===== config.mk =====
export PLATFORM = sky130hd
export DESIGN_NAME = mc_ctrl_unit
export DESIGN_NICKNAME = d
export VERILOG_FILES = /design/src/rtl/cpu_defs.sv /design/src/rtl/alu_op_decode.sv /design/src/rtl/mc_ctrl_unit.sv
export SDC_FILE = /design/constraint.sdc
export NUM_CORES = 1
export LEC_CHECK = 0
export ABC_AREA = 1
export CORE_ASPECT_RATIO = 0.9
export CORE_UTILIZATION = 33
export CTS_CLUSTER_DIAMETER = 40
export DETAILED_ROUTE_END_ITERATION = 6
export PLACE_DENSITY = 0.68
export REMOVE_ABC_BUFFERS = 1
export SYNTH_ARGS = -nofsm -noshare
export SYNTH_HDL_FRONTEND = slang
export SYNTH_SLANG_ARGS = --single-unit
export TNS_END_PERCENT = 5

===== constraint.sdc =====
create_clock -name clk -period 1.3 [get_ports clk]
set_input_delay 0.195 -clock clk [delete_from_list [all_inputs] [get_ports clk]]
set_output_delay 0.195 -clock clk [all_outputs]
set_load 0.005 [all_outputs]

===== src/rtl/cpu_defs.sv =====
// Shared definitions for the multi-cycle controller: state encodings,
// opcode/funct constants, ALU op codes and datapath mux selects.
package cpu_defs;

  typedef enum logic [3:0] {
    ST_IF       = 4'd0,
    ST_ID       = 4'd1,
    ST_EX_R     = 4'd2,
    ST_EX_I     = 4'd3,
    ST_EX_LUI   = 4'd4,
    ST_EX_BEQ   = 4'd5,
    ST_EX_J     = 4'd6,
    ST_MEM_ADDR = 4'd7,
    ST_MEM_RD   = 4'd8,
    ST_MEM_WR   = 4'd9,
    ST_WB_MEM   = 4'd10,
    ST_WB_R     = 4'd11,
    ST_WB_I     = 4'd12
  } state_e;

  localparam logic [5:0] OP_RTYPE = 6'b000000;
  localparam logic [5:0] OP_LW    = 6'b100011;
  localparam logic [5:0] OP_SW    = 6'b101011;
  localparam logic [5:0] OP_BEQ   = 6'b000100;
  localparam logic [5:0] OP_J     = 6'b000010;
  localparam logic [5:0] OP_ADDI  = 6'b001000;
  localparam logic [5:0] OP_LUI   = 6'b001111;

  localparam logic [5:0] FN_ADD = 6'b100000;
  localparam logic [5:0] FN_SUB = 6'b100010;
  localparam logic [5:0] FN_AND = 6'b100100;
  localparam logic [5:0] FN_OR  = 6'b100101;
  localparam logic [5:0] FN_XOR = 6'b100110;

  localparam logic [2:0] ALU_ADD = 3'b000;
  localparam logic [2:0] ALU_SUB = 3'b100;
  localparam logic [2:0] ALU_AND = 3'b001;
  localparam logic [2:0] ALU_OR  = 3'b101;
  localparam logic [2:0] ALU_XOR = 3'b010;
  localparam logic [2:0] ALU_LUI = 3'b110;

  localparam logic [1:0] PC_SRC_ALU    = 2'b00;
  localparam logic [1:0] PC_SRC_ALUOUT = 2'b01;
  localparam logic [1:0] PC_SRC_JUMP   = 2'b10;

  localparam logic       ALUA_PC  = 1'b0;
  localparam logic       ALUA_REG = 1'b1;

  localparam logic [1:0] ALUB_REG     = 2'b00;
  localparam logic [1:0] ALUB_FOUR    = 2'b01;
  localparam logic [1:0] ALUB_IMM     = 2'b10;
  localparam logic [1:0] ALUB_IMM_SH2 = 2'b11;

  localparam logic       IORD_PC     = 1'b0;
  localparam logic       IORD_ALUOUT = 1'b1;

  // True when the opcode belongs to the supported instruction subset.
  function automatic logic opcode_defined(input logic [5:0] op);
    logic ok;
    case (op)
      OP_RTYPE, OP_LW, OP_SW, OP_BEQ, OP_J, OP_ADDI, OP_LUI: ok = 1'b1;
      default:                                               ok = 1'b0;
    endcase
    return ok;
  endfunction

endpackage


===== src/rtl/alu_op_decode.sv =====
// R-type funct decoder: ALU operation select plus a legality flag.
module alu_op_decode
  import cpu_defs::*;
(
  input  logic [5:0] funct,
  output logic [2:0] alu_op,
  output logic       funct_valid
);

  // Map each supported funct to its ALU op; anything else is illegal.
  always_comb begin
    alu_op      = ALU_ADD;
    funct_valid = 1'b1;
    case (funct)
      FN_ADD:  alu_op = ALU_ADD;
      FN_SUB:  alu_op = ALU_SUB;
      FN_AND:  alu_op = ALU_AND;
      FN_OR:   alu_op = ALU_OR;
      FN_XOR:  alu_op = ALU_XOR;
      default: begin
        alu_op      = ALU_ADD;
        funct_valid = 1'b0;
      end
    endcase
  end

endmodule


===== src/rtl/mc_ctrl_unit.sv =====
// Multi-cycle MIPS-subset control FSM. Datapath controls decode from the
// current state; write enables, instr_done and illegal are held low while
// rst_n is asserted so a reset never lets a partial write escape.
module mc_ctrl_unit
  import cpu_defs::*;
#(
  parameter int STATE_W = 4
) (
  input  logic       clk,
  input  logic       rst_n,
  input  logic [5:0] opcode,
  input  logic [5:0] funct,
  input  logic       zero,
  input  logic       mem_ready,
  output logic       pc_we,
  output logic [1:0] pc_src,
  output logic       ir_we,
  output logic       iord,
  output logic       mem_re,
  output logic       mem_we,
  output logic       reg_we,
  output logic       reg_dst,
  output logic       mem_to_reg,
  output logic       alu_src_a,
  output logic [1:0] alu_src_b,
  output logic [2:0] alu_op,
  output logic       instr_done,
  output logic       illegal
);

  logic [STATE_W-1:0] state_q, state_d;
  logic [2:0]         dec_alu_op_s;
  logic               funct_valid_s;
  logic               illegal_id_s;
  logic               pc_we_s, ir_we_s, mem_we_s, reg_we_s;
  logic               instr_done_s, illegal_s;

  alu_op_decode u_alu_op_decode (
    .funct       (funct),
    .alu_op      (dec_alu_op_s),
    .funct_valid (funct_valid_s)
  );

  assign illegal_id_s = !opcode_defined(opcode) ||
                        ((opcode == OP_RTYPE) && !funct_valid_s);

  // Next-state selection.
  always_comb begin
    state_d = state_q;
    case (state_q)
      ST_IF: begin
        if (mem_ready) state_d = ST_ID;
        else           state_d = ST_IF;
      end
      ST_ID: begin
        if (illegal_id_s) begin
          state_d = ST_IF;
        end else begin
          case (opcode)
            OP_RTYPE:     state_d = ST_EX_R;
            OP_LW, OP_SW: state_d = ST_MEM_ADDR;
            OP_BEQ:       state_d = ST_EX_BEQ;
            OP_J:         state_d = ST_EX_J;
            OP_ADDI:      state_d = ST_EX_I;
            OP_LUI:       state_d = ST_EX_LUI;
            default:      state_d = ST_IF;
          endcase
        end
      end
      ST_EX_R:     state_d = ST_WB_R;
      ST_EX_I:     state_d = ST_WB_I;
      ST_EX_LUI:   state_d = ST_WB_I;
      ST_MEM_ADDR: begin
        if (opcode == OP_LW) state_d = ST_MEM_RD;
        else                 state_d = ST_MEM_WR;
      end
      ST_MEM_RD: begin
        if (mem_ready) state_d = ST_WB_MEM;
        else           state_d = ST_MEM_RD;
      end
      ST_MEM_WR: begin
        if (mem_ready) state_d = ST_IF;
        else           state_d = ST_MEM_WR;
      end
      default:     state_d = ST_IF;
    endcase
  end

  // State register; async reset parks the FSM in IF.
  always_ff @(posedge clk or negedge rst_n) begin
    if (!rst_n) state_q <= ST_IF;
    else        state_q <= state_d;
  end

  // Per-state control decode.
  always_comb begin
    pc_we_s      = 1'b0;
    pc_src       = PC_SRC_ALU;
    ir_we_s      = 1'b0;
    iord         = IORD_PC;
    mem_re       = 1'b0;
    mem_we_s     = 1'b0;
    reg_we_s     = 1'b0;
    reg_dst      = 1'b0;
    mem_to_reg   = 1'b0;
    alu_src_a    = ALUA_PC;
    alu_src_b    = ALUB_REG;
    alu_op       = ALU_ADD;
    instr_done_s = 1'b0;
    illegal_s    = 1'b0;
    case (state_q)
      ST_IF: begin
        mem_re    = 1'b1;
        alu_src_b = ALUB_FOUR;
        ir_we_s   = mem_ready;
        pc_we_s   = mem_ready;
      end
      ST_ID: begin
        alu_src_b    = ALUB_IMM_SH2;
        illegal_s    = illegal_id_s;
        instr_done_s = illegal_id_s;
      end
      ST_EX_R: begin
        alu_src_a = ALUA_REG;
        alu_op    = dec_alu_op_s;
      end
      ST_EX_I: begin
        alu_src_a = ALUA_REG;
        alu_src_b = ALUB_IMM;
      end
      ST_EX_LUI: begin
        alu_src_b = ALUB_IMM;
        alu_op    = ALU_LUI;
      end
      ST_EX_BEQ: begin
        alu_src_a    = ALUA_REG;
        alu_op       = ALU_SUB;
        pc_src       = PC_SRC_ALUOUT;
        pc_we_s      = zero;
        instr_done_s = 1'b1;
      end
      ST_EX_J: begin
        pc_src       = PC_SRC_JUMP;
        pc_we_s      = 1'b1;
        instr_done_s = 1'b1;
      end
      ST_MEM_ADDR: begin
        alu_src_a = ALUA_REG;
        alu_src_b = ALUB_IMM;
      end
      ST_MEM_RD: begin
        mem_re = 1'b1;
        iord   = IORD_ALUOUT;
      end
      ST_MEM_WR: begin
        mem_we_s     = 1'b1;
        iord         = IORD_ALUOUT;
        instr_done_s = mem_ready;
      end
      ST_WB_R: begin
        reg_we_s     = 1'b1;
        reg_dst      = 1'b1;
        instr_done_s = 1'b1;
      end
      ST_WB_I: begin
        reg_we_s     = 1'b1;
        instr_done_s = 1'b1;
      end
      ST_WB_MEM: begin
        reg_we_s     = 1'b1;
        mem_to_reg   = 1'b1;
        instr_done_s = 1'b1;
      end
      default: begin
        pc_we_s = 1'b0;
      end
    endcase
  end

  assign pc_we      = pc_we_s      & rst_n;
  assign ir_we      = ir_we_s      & rst_n;
  assign mem_we     = mem_we_s     & rst_n;
  assign reg_we     = reg_we_s     & rst_n;
  assign instr_done = instr_done_s & rst_n;
  assign illegal    = illegal_s    & rst_n;

endmodule


==> qor.csv, run 1 <==
stage;metric;value;unit
critical_path;Worst EP arrival;1570;ps
synthesis;syn avg cell area;5.395;um^2
synthesis;Area contributors post-synth;nand2_1, nor2_1, dfrtp_1;
cells_and_area;Most flops, register;state_q;
global_routing;antenna violations before repair;0;
place;I/O Buffers;33;
critical_path;r2r worst-path depth;11;
detailed_routing;Starting DRT DRC Count;63;
place;detailed placer's ending HPWL;1894;um
cells_and_area;max reg flops;4;
clock_tree;TritonCTS clock tree;yes;
synthesis;Syn Std Cell Area;674.4;um^2
detailed_routing;vias per inst;5.519;
floorplan;placeable core area;0.001914;mm^2
status;status;finished, violations left;
clock_tree;TritonCTS Buffers;3;
pwr;Peak VDD IR;1.309;mV
clock_tree;Clock Sinks;4;
sta;fmax;0.5675;GHz
floorplan;DIE WIDTH;49.65;um
synthesis;FF+latch count, synth;4;
clock_tree;worst skew pair latency;250;ps
sta;clock period minus final worst setup slack;1762;ps
sta;Clock Skews;17.42;ps
floorplan;# rows;15;
floorplan;I/O pins;34;
synthesis;Synth warnings;0;
sta;final hold slack;276.5;ps
synthesis;Mapped Cells;125;
place;Placer Congestion;0.8695;
cells_and_area;net count reported at finish;251;
floorplan;initial core utilization;35.23;%
critical_path;R2R setup slack;-400;ps
cells_and_area;fin util;90.52;%
sta;max_slew headroom;82.41;%
min_path;HP Class;input port to asynchronous set/reset pin;
detailed_routing;DRC viols;2;
sta;# setup viols final;22;
cells_and_area;Fillers;82;
global_routing;GRT overflow;0;
cells_and_area;flip-flop and latch area;105.1;um^2
floorplan;die height;44.89;um
detailed_routing;WL final;4680;um
sta;RSZ-0062 raised after global routing;yes;
sta;Final TNS setup;-6580;ps
clock_tree;Longest Clk Path Bufs;2;
flow_run;max-cap check violation count;0;
detailed_routing;DR vias;1424;
global_routing;vias in the first global route;1330;
critical_path;Worst Setup Start Kind;flop;
critical_path;Worst Path Required;1110;ps
sta;Max Slew Vio Count;0;
synthesis;dominant cell by count in the synthesized netlist;nand2_1;
synthesis;most instantiated cells after synthesis;nand2_1, nor2_1, inv_1;
sta;share of the cycle needed by the critical path after routing;135.5;%
clock_tree;Worst-path clk slew;60;ps
synthesis;Yosys top cell area share;15.58;%
critical_path;Critical R2R Capture;state_q[1];
detailed_routing;DRT antenna net count;0;
pwr;leakage;0.9522;nW
cells_and_area;area used by multi-input combinational logic;605.6;um^2
critical_path;Reg-to-Reg Start;state_q[1];
sta;worst setup margin;-462.0;ps
pwr;Pwr Density;1767;mW/mm^2
detailed_routing;WL/cell;18.14;um
global_routing;GRT Overall Usage;35.27;%
synthesis;top_reg_cell synth;dfrtp_1;
synthesis;Post-synth EDFFs;0;
clock_tree;H-tree depth;1;
sta;Fin. Hold Viols;0;
status;violated checks;DRC, setup timing;
cells_and_area;area grow syn2layout;157.0;%
critical_path;crit path max fanout;4;
sta;Slew @ Worst Pin;261.8;ps
cells_and_area;n_diodes;0;
clock_tree;CTS root buffer;clkbuf_4;
global_routing;largest net degree at the start of global routing;6;
cells_and_area;Regs by FF count;state_q: 4 flops;
synthesis;Post-synth ARST share;100.0;%
critical_path;CP endpoint kind;output port;
critical_path;Crit Path Class;flop to output port;
floorplan;Die Footprint;0.002229;mm^2
global_routing;first-pass GRT wire length;5892;um
synthesis;register area share after synthesis;14.84;%
detailed_routing;Pre-antenna DRT Iters;7;
clock_tree;hold-fix buffers at CTS;0;
synthesis;Yosys cell types;18;
cells_and_area;share of cells above drive strength 1;63.52;%
synthesis;largest area contributor in the netlist;nand2_1;
layout make-up:
type | instances | share of cell area (%)
Clock buffer | 3 | 1.300
Inverter | 24 | 5.632
Multi-Input combinational cell | 96 | 34.95
Sequential cell | 4 | 6.065
Tap cell | 25 | 1.805
Timing Repair Buffer | 106 | 50.25
per-layer routing:
layer	vias up	global-route usage (%)	routed length, um
li1	611	-	-
met1	658	35.44	1660
met2	113	70.27	2331
met3	42	7.071	370
met4	0	17.14	318
met5	-	0	0
how the worst max path moves through the flow:
stage	start	endpoint	slack, ps	depth (start not counted)
after floorplan	state_q[2]	instr_done	110	7
after global placement	opcode[3]	instr_done	-720	8
after detailed placement	opcode[3]	instr_done	-780	8
after CTS	state_q[1]	instr_done	-340	9
after global routing	state_q[3]	alu_op[2]	-510	8
final	state_q[0]	reg_we	-460	5
cell families after synthesis:
| family | share of synthesized area [%] |
|---|---|
| buffers and inverters | 15.03 |
| AND/OR/NAND/NOR | 62.52 |
| AO/OA/AOI/OAI | 7.607 |
| flip-flops | 14.84 |
repair_timing:
action	4_1_cts	5_1_grt
buffers inserted	39	4
pin swaps	21	10
endpoints found under the setup margin	19	22
gates resized for setup	129	25
per-stage QoR:
step / cell area, um^2 / total power [W] / worst slack, ps / instances
finish: 1733 / 0.003062 / -462.0 / 258
global route: 1733 / 0.003148 / -505.1 / 258
CTS: 1689 / 0.002577 / -336.8 / 254
detailed placement: 1257 / 0.001764 / -783.2 / 213
global placement: 1257 / 0.001733 / -720.0 / 213
floorplan: 663.1 / 0.0008909 / 111.2 / 124
critical path: stages, from the launching register on:
cell and delay [ps]:
dfrtp_2 470, nor2_4 170, buf_4 120, nand3_1 110, a21oi_1 220, clkdlybuf4s15_1 230
cell usage in the layout (no fill, tap or decap):
cell type	Yosys	routed
nand2_8	0	1
nand4_1	2	2
buf_4	0	54
dfrtp_2	0	4
nor2_2	2	7
inv_1	19	13
clkdlybuf4s50_1	0	9
o21ai_1	0	2
clkbuf_2	0	2
inv_4	0	1
inv_6	0	1
nor3_1	4	2
nand2_4	3	3
nand3_2	0	5
a31oi_1	2	2
dlygate4sd2_1	0	1
buf_2	0	16
nand3_1	14	9
clkdlybuf4s15_1	0	2
nand2_1	28	22
nor3_2	0	2
inv_2	5	9
nand3b_1	2	2
a21oi_1	4	3
buf_12	0	1
a31o_1	1	1
buf_6	1	21
nor2_1	27	15
nand2_2	1	6
clkbuf_4	0	3
a21oi_2	0	1
nor2_4	4	11
power by group:
part	total, W	leakage, nW	switching, W	internal (W)
combinational	0.00256	0.892	0.00121	0.00135
clock	0.000185	0.0138	0.0000799	0.000105
sequential	0.000317	0.0468	0.000128	0.000189
total	0.00306	0.952	0.00141	0.00165
Power figures use the tool's default switching activity.
==> run 2, diff against run 1 <==
- CAP_MARGIN: not set -> 20
- CORE_UTILIZATION: 33 -> 30
- PLACE_DENSITY: 0.68 -> not set
==> run 2 against run 1 <==
The flow finishes with violations (setup timing). Count of clock-buffer cells in the layout did not move. Utilization fell by 11 points. Clock power fell by 19%. Final area fell by 8.2%. Final cell count fell by 4.7%. Via count fell by 21%. Maximum frequency rose by 4.0%. Global-route usage fell by 10 points. Sequential power fell by 9.1%. Clock skew fell by 13 ps. Largest cell class unchanged. Highest routed layer unchanged.
==> qor.csv, run 2 (same netlist as run 1, synthesis figures left out) <==
stage;metric;value;unit;change
cells_and_area;net count reported at finish;239;;-4.8%
critical_path;CP endpoint kind;output port;;
floorplan;I/O pins;34;;unchanged
cells_and_area;Regs by FF count;state_q: 4 flops;;
critical_path;beginning of the critical path;state_q[2];;
sta;RSZ-0062 raised after global routing;yes;;
cells_and_area;Most flops, register;state_q;;
global_routing;antenna violations before repair;0;;unchanged
detailed_routing;Starting DRT DRC Count;11;;-83%
sta;Slew @ Worst Pin;189.3;ps;-72.50 ps
critical_path;Critical Path Most Common Cell;nand2_1;;
critical_path;Worst EP arrival;1500;ps;-70 ps
sta;Max Slew Vio Count;0;;unchanged
critical_path;Worst Path Required;1110;ps;about the same
global_routing;GRT busiest layer;met2;;
pwr;Pwr Density;1544;mW/mm^2;-13%
global_routing;M1 GR Usage;27.88;%;-7.6 points
global_routing;met2 Use GR;49.49;%;-21 points
pwr;Design Power;0.002456;W;-20%
critical_path;Reg-to-Reg Start;state_q[3];;
critical_path;critical path cell sequence;buf_6 -> nand2_4 -> nor2_4 -> buf_4 -> nor2_1 -> nand4_1 -> nand2_1 -> nand2_1 -> buf_2;;
cells_and_area;share of cells above drive strength 1;57.47;%;-6.1 points
critical_path;crit path max fanout;4;;unchanged
clock_tree;TritonCTS clock tree;yes;;
detailed_routing;DRT antenna net count;0;;unchanged
detailed_routing;WL final;2854;um;-39%
critical_path;Crit path largest cell delay;440;ps;-30 ps
status;violated checks;setup timing;;
detailed_routing;Pre-antenna DRT Iters;4;;-3
global_routing;vias in the first global route;1113;;-16%
sta;Fin. Hold Viols;0;;unchanged
sta;share of the cycle needed by the critical path after routing;130.3;%;-5.3 points
critical_path;slowest stage cell, crit path;dfrtp_2;;
sta;# setup viols final;20;;-9.1%
floorplan;die height;46.98;um;+4.7%
cells_and_area;fin util;79.19;%;-11 points
status;status;finished, violations left;;
cells_and_area;fin cells;246;;-4.7%
sta;clock period minus final worst setup slack;1693;ps;-68.58 ps
clock_tree;Longest Clk Path Bufs;2;;unchanged
cells_and_area;commonest non-fill, non-tap cell in the layout;buf_4;;
floorplan;placeable core area;0.002008;mm^2;+4.9%
cells_and_area;area grow syn2layout;135.8;%;
detailed_routing;WL/cell;11.60;um;-36%
clock_tree;TritonCTS Buffers;3;;unchanged
global_routing;largest net degree at the start of global routing;6;;unchanged
place;placed instance count;211;;-0.94%
sta;Clock Skews;4.352;ps;-13.07 ps
detailed_routing;DR vias;1132;;-21%
critical_path;Critical R2R Capture;state_q[1];;
floorplan;Die Footprint;0.002442;mm^2;+9.6%
critical_path;Crit Path Class;flop to output port;;
place;detailed placer's ending HPWL;1896;um;+0.10%
sta;worst setup margin;-393.4;ps;+68.58 ps
detailed_routing;DRC viols;0;;-2
flow_run;max-cap check violation count;0;;unchanged
floorplan;DIE WIDTH;51.98;um;+4.7%
pwr;leakage;0.8949;nW;-6.0%
clock_tree;Clock Sinks;4;;unchanged
place;Placer Congestion;0.8123;;-6.6%
clock_tree;worst skew pair latency;230;ps;-20 ps
cells_and_area;Fillers;147;;+79%
global_routing;GRT overflow;0;;unchanged
global_routing;first-pass GRT wire length;4526;um;-23%
critical_path;Worst Setup Start Kind;flop;;
floorplan;initial core utilization;33.58;%;-1.6 points
global_routing;met3 GRT Util;1.618;%;-5.5 points
cells_and_area;max reg flops;4;;unchanged
floorplan;# rows;15;;unchanged
clock_tree;H-tree depth;1;;unchanged
clock_tree;Worst-path clk slew;40;ps;-20 ps
pwr;Peak VDD IR;0.9997;mV;-24%
cells_and_area;most frequent cells in the layout;buf_4, nand2_1, inv_1, nor2_1;;
sta;final hold slack;250.3;ps;-26.18 ps
global_routing;GRT Overall Usage;24.86;%;-10 points
cells_and_area;n_diodes;0;;unchanged
sta;fmax;0.5905;GHz;+4.0%
critical_path;R2R setup slack;-260;ps;+140 ps
place;I/O Buffers;33;;unchanged
clock_tree;CTS root buffer;clkbuf_4;;
min_path;HP Class;input port to asynchronous set/reset pin;;
critical_path;r2r worst-path depth;10;;-1
sta;max_slew headroom;87.36;%;+5.0 points
detailed_routing;vias per inst;4.602;;-17%
run 2: final cells by class:
cell class	instances	area (um^2)	area share (%)
flip-flops and latches	4	105.1	6.609
repair buffers	94	738.2	46.42
clock buffers	3	22.52	1.416
multi-input cells	96	595.6	37.45
well taps	25	31.28	1.967
inverters	24	97.59	6.137
run 2: worst max-delay path by stage:
stage                       to  slack (ps)
floorplan           instr_done         110
global placement    instr_done        -730
detailed placement     illegal        -780
CTS                 instr_done        -370
global route        instr_done        -500
finish              instr_done        -390
run 2: critical path: cells and delay by family, from the launching register on:
family	cells	cell delay, ps
flip-flops	1	440
buffers and inverters	3	380
AND/OR/NAND/NOR	6	460
run 2: through the flow:
stage | setup TNS (ps) | area, um^2 | setup slack [ps]
2_1_floorplan | 0 | 663.1 | 111.2
3_3_place_gp | -7532 | 1242 | -731.9
3_5_place_dp | -7844 | 1242 | -776.9
4_1_cts | -4669 | 1539 | -371.1
5_1_grt | -6106 | 1590 | -498.3
6_report | -4770 | 1590 | -393.4
run 2: repair_timing:
| item | in CTS | in global routing |
|---|---|---|
| buffers inserted | 28 | 4 |
| cloned | 0 | 0 |
| endpoints found under the setup margin | 19 | 22 |
| gates resized for setup | 100 | 20 |
| pin swaps | 26 | 6 |
| hold buffers | 0 | 0 |
run 2: metal layers:
layer	vias to the layer above	share of wire (%)	wire, um
met5	-	0	0
met4	0	2.2	62
met3	8	4.3	124
met2	36	52	1492
met1	505	41	1175
li1	583	-	-
run 2: power by group:
group	internal, W	switching [W]
Clock	0.000103	0.0000459
Combinational	0.00107	0.000947
Sequential	0.000190	0.0000978
Total	0.00136	0.00109
